--- config.mk ---
export PLATFORM = sky130hd
export DESIGN_NAME = wave_gen_dds
export DESIGN_NICKNAME = d
export VERILOG_FILES = /design/src/rtl/wave_gen_dds.sv
export SDC_FILE = /design/constraint.sdc
export NUM_CORES = 1
export LEC_CHECK = 0
export CAP_MARGIN = 20
export CORE_MARGIN = 2
export CORE_UTILIZATION = 58
export CTS_CLUSTER_DIAMETER = 200
export CTS_CLUSTER_SIZE = 25
export DETAILED_ROUTE_END_ITERATION = 8
export HOLD_SLACK_MARGIN = 0.1
export PLACE_DENSITY_LB_ADDON = 0.08
export REMOVE_ABC_BUFFERS = 1
export SLEW_MARGIN = 20
export SYNTH_ARGS = -nofsm -noshare
export SYNTH_HDL_FRONTEND = slang
export SYNTH_SLANG_ARGS = --single-unit
--- constraint.sdc ---
create_clock -name clk -period 10.3 [get_ports clk]
set_clock_uncertainty 0.2 [all_clocks]
set_input_delay 2.06 -clock clk [delete_from_list [all_inputs] [get_ports clk]]
set_output_delay 2.06 -clock clk [all_outputs]
set_load 0.005 [all_outputs]
--- src/rtl/wave_gen_dds.sv ---
// Direct digital synthesis waveform generator: phase accumulator, four
// waveform shapes, amplitude scaling, two-stage output pipeline.
module wave_gen_dds #(
  parameter int                 DATA_W  = 8,
  parameter int                 PHASE_W = 32,
  parameter logic [PHASE_W-1:0] FTW_RST = 1374
) (
  input  logic               clk,
  input  logic               rst_n,
  input  logic               en,
  input  logic               phase_clr,
  input  logic               cfg_load,
  input  logic [PHASE_W-1:0] ftw,
  input  logic [1:0]         mode,
  input  logic [7:0]         amp,
  output logic [DATA_W-1:0]  value,
  output logic               step_pulse,
  output logic               wrap_pulse
);

  localparam int  N    = 1 << DATA_W;
  localparam real PI   = 3.14159265358979323846;
  localparam real MAXR = real'(N - 1);

  localparam logic [DATA_W-1:0] MAX = '1;
  localparam logic [DATA_W-1:0] MID =
    {1'b1, {(DATA_W-1){1'b0}}};

  logic [DATA_W-1:0] sin_rom [N];

  for (genvar g = 0; g < N; g++) begin : g_sin
    localparam real ANG = 2.0 * PI * g / N;
    localparam int  V   =
      $rtoi(MAXR / 2.0 * (1.0 + $sin(ANG)) + 0.5);
    assign sin_rom[g] = V[DATA_W-1:0];
  end

  logic [PHASE_W-1:0] phase_q, phase_d;
  logic               wrap_q, wrap_d;
  logic [PHASE_W-1:0] ftw_a_q;
  logic [1:0]         mode_a_q;
  logic [7:0]         amp_a_q;

  logic [DATA_W-1:0]  idx_prev_q;
  logic [DATA_W-1:0]  raw_q, raw_d;
  logic [7:0]         amp_s1_q;
  logic               step_s1_q;
  logic               wrap_s1_q;

  logic [DATA_W-1:0]  value_q, value_d;
  logic               step_q;
  logic               wrap_p_q;

  logic [PHASE_W:0]   sum;
  logic [DATA_W-1:0]  idx;
  logic [DATA_W-1:0]  tri_up;

  assign sum    = {1'b0, phase_q} + {1'b0, ftw_a_q};
  assign idx    = phase_q[PHASE_W-1 -: DATA_W];
  assign tri_up = {idx[DATA_W-2:0], 1'b0};

  // Clear beats accumulate; only a real carry-out marks a wrap.
  always_comb begin
    phase_d = phase_q;
    wrap_d  = 1'b0;
    if (phase_clr) begin
      phase_d = '0;
    end else if (en) begin
      phase_d = sum[PHASE_W-1:0];
      wrap_d  = sum[PHASE_W];
    end
  end

  always_comb begin
    raw_d = '0;
    unique case (mode_a_q)
      2'd0: raw_d = sin_rom[idx];
      2'd1: raw_d = idx[DATA_W-1] ? ~tri_up : tri_up;
      2'd2: raw_d = idx;
      2'd3: raw_d = idx[DATA_W-1] ? '0 : MAX;
    endcase
  end

  logic signed [DATA_W:0]    diff;
  logic signed [9:0]         gain;
  logic signed [DATA_W+10:0] prod;

  always_comb begin
    diff    = $signed({1'b0, raw_q}) - $signed({1'b0, MID});
    gain    = $signed({1'b0, {1'b0, amp_s1_q} + 9'd1});
    prod    = diff * gain;
    value_d = MID + DATA_W'(prod >>> 8);
  end

  always_ff @(posedge clk or negedge rst_n) begin
    if (!rst_n) begin
      phase_q  <= '0;
      wrap_q   <= 1'b0;
      ftw_a_q  <= FTW_RST;
      mode_a_q <= 2'd0;
      amp_a_q  <= 8'hFF;
    end else begin
      phase_q <= phase_d;
      wrap_q  <= wrap_d;
      if (cfg_load) begin
        ftw_a_q  <= ftw;
        mode_a_q <= mode;
        amp_a_q  <= amp;
      end
    end
  end

  // Amplitude travels with its sample so mode and amp share latency.
  always_ff @(posedge clk or negedge rst_n) begin
    if (!rst_n) begin
      idx_prev_q <= '0;
      raw_q      <= MID;
      amp_s1_q   <= 8'hFF;
      step_s1_q  <= 1'b0;
      wrap_s1_q  <= 1'b0;
    end else begin
      idx_prev_q <= idx;
      raw_q      <= raw_d;
      amp_s1_q   <= amp_a_q;
      step_s1_q  <= (idx != idx_prev_q);
      wrap_s1_q  <= wrap_q;
    end
  end

  always_ff @(posedge clk or negedge rst_n) begin
    if (!rst_n) begin
      value_q  <= MID;
      step_q   <= 1'b0;
      wrap_p_q <= 1'b0;
    end else begin
      value_q  <= value_d;
      step_q   <= step_s1_q;
      wrap_p_q <= wrap_s1_q;
    end
  end

  assign value      = value_q;
  assign step_pulse = step_q;
  assign wrap_pulse = wrap_p_q;

endmodule

==> implementation parameters <==
Parameter                              Value

Placement
  Final HPWL DP ... 14,800 microns
  Cell area reported after detailed placement ... 10,300 sq um
  Worst setup slack before clock tree synthesis ... 4.04 ns
  Cell count after placement ... 1,244
  Weighted congestion at the end of routability-driven global placement ... 0.946
  Number of buffers added on ports ... 56

Setup path
  Number of cells traversed by the worst register-to-register path ... 20
  Startpoint type of the worst setup path ... register
  Crit Reg-Reg Startpoint ... amp_s1_q[0]$_DFF_PN1_
  Largest stage delay on the critical path ... around 0.66 ns
  Data arrival time of the worst path ... 6.38 ns
  Reg2reg end ... value[7]$_DFF_PN1_
  CP Max Fanout ... 11
  Last element of the critical path ... value[7]$_DFF_PN1_
  Kind of end point of the critical path ... register
  Cells along the critical path ... ha_1 -> nand3_1 -> nor2_1 -> xor2_1 -> nand2_1 -> fa_1 -> inv_1 -> fa_1 -> fa_1 -> fa_1 -> inv_1 -> fa_1 -> inv_1 -> ha_1 -> nor2b_1 -> o41a_1 -> a41o_1 -> o21ai_1 -> a21oi_1 -> a31oi_1
  Crit path from ... amp_s1_q[0]$_DFF_PN1_
  Most repeated library cell on the critical path ... sky130_fd_sc_hd__fa_1
  Worst setup path class ... reg -> reg
  Flop-to-flop setup slack ... 4.00 ns
  Req. time, crit path ... 10.38 ns
  Standard cell with the maximum stage delay on the critical path ... sky130_fd_sc_hd__dfstp_2

Drt
  Iteration-0 DRC Markers ... 666
  Count of TritonRoute iterations in the first routing pass ... 5
  Overall routed net length ... around 20,000 microns
  Detailed route wirelength on metal2 ... 10,100 microns
  Highest routed metal layer ... met4
  Vias after detailed routing ... 7,484
  Antenna violation net count after detailed routing ... 0
  Mean routed wirelength per cell ... 16.3 microns
  Vias per std cell ... 5.94
  Met3 routed WL ... ~1000 microns
  Met1 WL ... roughly 9200 microns
  DRC violation count after routing ... 0

Global routing
  Vias in the first global route ... 7,310
  Number of antenna violations at the first check in global routing ... 0
  Total congestion overflow ... 0
  Wire length of the first global-routing pass ... 35,300 microns
  Largest net degree at the start of global routing ... between 70 and 80
  Total GRT Usage ... between 20% and 30%

Timing
  Slew at the pin with the worst max-slew slack ... 1.05 ns
  Number of max-slew violations in the final report ... 0
  Final hold slack ... 0.148 ns
  Max frequency ... 0.159 GHz
  Finish-stage setup viols ... 0
  Unrepaired setup endpoints after global routing ... no
  Clock period minus worst slack ... 6.30 ns
  Ratio of final minimum period to clock period ... 61.2%
  Max_slew headroom ... between 20% and 30%
  Worst Slack Setup Final ... 4.00 ns
  Total negative setup slack ... 0 ns
  Hold Violations, Final ... 0

Die
  Die Footprint ... 17,600 sq um
  Site row count ... 47
  Initial cell density of the core ... 58.6%
  Die width ... between 100 and 150 microns
  Std-Cell Core Area ... roughly 16,000 sq um
  Vertical die dimension ... 133 microns
  Top-level port count ... 57

Synthesis
  Synth Warn # ... 0
  Top_reg_cell synth ... sky130_fd_sc_hd__dfrtp_1
  Synth unique cells ... 76
  Register bit total from synthesis ... 111
  Number of enable-type register cells in the synthesized netlist ... 0
  Fraction of the yosys area taken by sequential cells ... 29.2%
  Synth async-reset ratio ... 100%
  Synthesized area divided by synthesized cell count ... 9.47 sq um
  Post-Synthesis Cells ... 1,015
  Synthesized cell area ... roughly 9600 sq um

Final layout
  Core utilization of the finished layout ... 64.6%
  Commonest non-fill, non-tap cell in the layout ... sky130_fd_sc_hd__dfrtp_1
  Final non-filler cell total ... between 1,000 and 1,500
  # diodes ... 0
  Top library cells by usage in the layout, fill and taps aside ... sky130_fd_sc_hd__dfrtp_1 (86), sky130_fd_sc_hd__ha_1 (83), sky130_fd_sc_hd__nand2_1 (81)
  Proportion of layout cells with a drive suffix above 1 ... 11.5%
  Post-route cell area ... 10,600 sq um
  Net count of the finished layout ... 1,215
  Signed area change from the synthesized netlist to the final layout ... 10.3%

Pwr
  Leakage power summed over all cells ... 4.80 nW
  Pwr Density ... 299 nW/um^2
  Final Power ... 3.17 mW
  Worst supply voltage drop on vdd ... 0.387 mV

Clock tree
  Clock network latency to the later pin of the worst-skew pair ... 0.36 ns
  Clock Tree Root ... sky130_fd_sc_hd__clkbuf_16
  Post-CTS setup buffers ... 0
  CTS tree ... done
  Number of H-tree branching levels ... 3
  Post-CTS clock slew at the launch and capture registers of the worst setup and hold paths ... 0.08 ns
  Hold-fix buffers at CTS ... 0
  Number of sinks on the clock net ... 111
  Post-cts sizing count ... 0
  Number of buffers between clock root and the deepest sink ... 2
  Cts bufs inserted ... 9

Min path
  Hold wc startpoint ... wrap_q$_DFF_PN0_
  Worst Hold Class ... reg -> reg

Run
  Number of max-cap violations ... 0

Outcome
  Status ... completed
-- metal layers --
layer | vias up | track usage (%)
li1 | 3613 | -
met1 | 3645 | 33.2
met2 | 199 | 40.5
met3 | 27 | 4.10
met4 | 0 | 6.21
met5 | - | 0
-- synthesized netlist by cell type, drive strengths merged, types with 9 or more instances --
master   n  share of area, %
a211oi  10              0.83
a21o    13               1.0
a21oi   60               3.2
a221oi   9              0.95
a31oi   18               1.2
and2    29               1.9
buf     22               1.0
clkbuf  35               1.4
dfrtp   86                22
dfstp   25               6.8
fa      50                10
ha      83                11
inv     57               2.2
mux2    42               4.9
mux2i   23               2.4
nand2   81               3.2
nand2b  18               1.2
nand3   16              0.83
nor2    78               3.1
nor2b   15              0.98
nor3    10              0.52
o211ai  17               1.4
o21ai   65               3.4
xnor2   30               2.7
xor2    29               2.6
-- cells by family (layout without fill, tap and decap cells) --
logic type               count (synthesis)  after routing  share of synthesized area (%)
multiplexers                            70             70                           8.49
buffers and inverters                  115            140                           4.65
AO/OA/AOI/OAI                          249            249                           17.2
adder cells (fa/ha/maj)                133            133                           21.2
XOR/XNOR                                59             59                           5.38
AND/OR/NAND/NOR                        278            278                           13.8
flip-flops                             111            111                           29.2
-- worst max-delay path, delay by kind of cell, from the launching register on --
kind | cells | cell delay, ns
flip-flops | 1 | 0.66
adder cells (fa/ha/maj) | 7 | 3.05
buffers and inverters | 3 | 0.14
XOR/XNOR | 1 | 0.50
AND/OR/NAND/NOR | 4 | 0.61
AO/OA/AOI/OAI | 5 | 1.07
-- how the worst min path moves through the flow --
stage	to	slack [ns]	cells past startpoint
after floorplan	step_pulse$_DFF_PN0_	0.13	0
after CTS	wrap_s1_q$_DFF_PN0_	0.15	0
final	wrap_s1_q$_DFF_PN0_	0.15	0
after global placement	wrap_s1_q$_DFF_PN0_	0.14	0
after detailed placement	wrap_s1_q$_DFF_PN0_	0.13	0
after global routing	wrap_pulse$_DFF_PN0_	0.16	0
-- layout make-up --
type	instances	area (sq um)
Clock inverter	6	73.8
Tap cell	220	275
Fill cell	1407	5810
Timing Repair Buffer	66	628
Inverter	58	218
Sequential cell	111	2810
Multi-Input combinational cell	789	6350
Clock buffer	10	239
-- registers in the layout, summed over array words and instances, names as in the netlist --
signal	cells
amp_a_q	8
wrap_s1_q	1
raw_q	8
wrap_q	1
step_pulse	1
value	8
amp_s1_q	8
wrap_pulse	1
idx_prev_q	8
step_s1_q	1
ftw_a_q	32
phase_q	32
mode_a_q	2
-- report_power, final --
part	switching [mW]	internal (mW)	leakage, nW
sequential	0.0798	0.553	1.33
combinational	1.16	1.00	3.31
clock	0.172	0.200	0.153
Note: power is estimated with default switching activity, not from simulation.
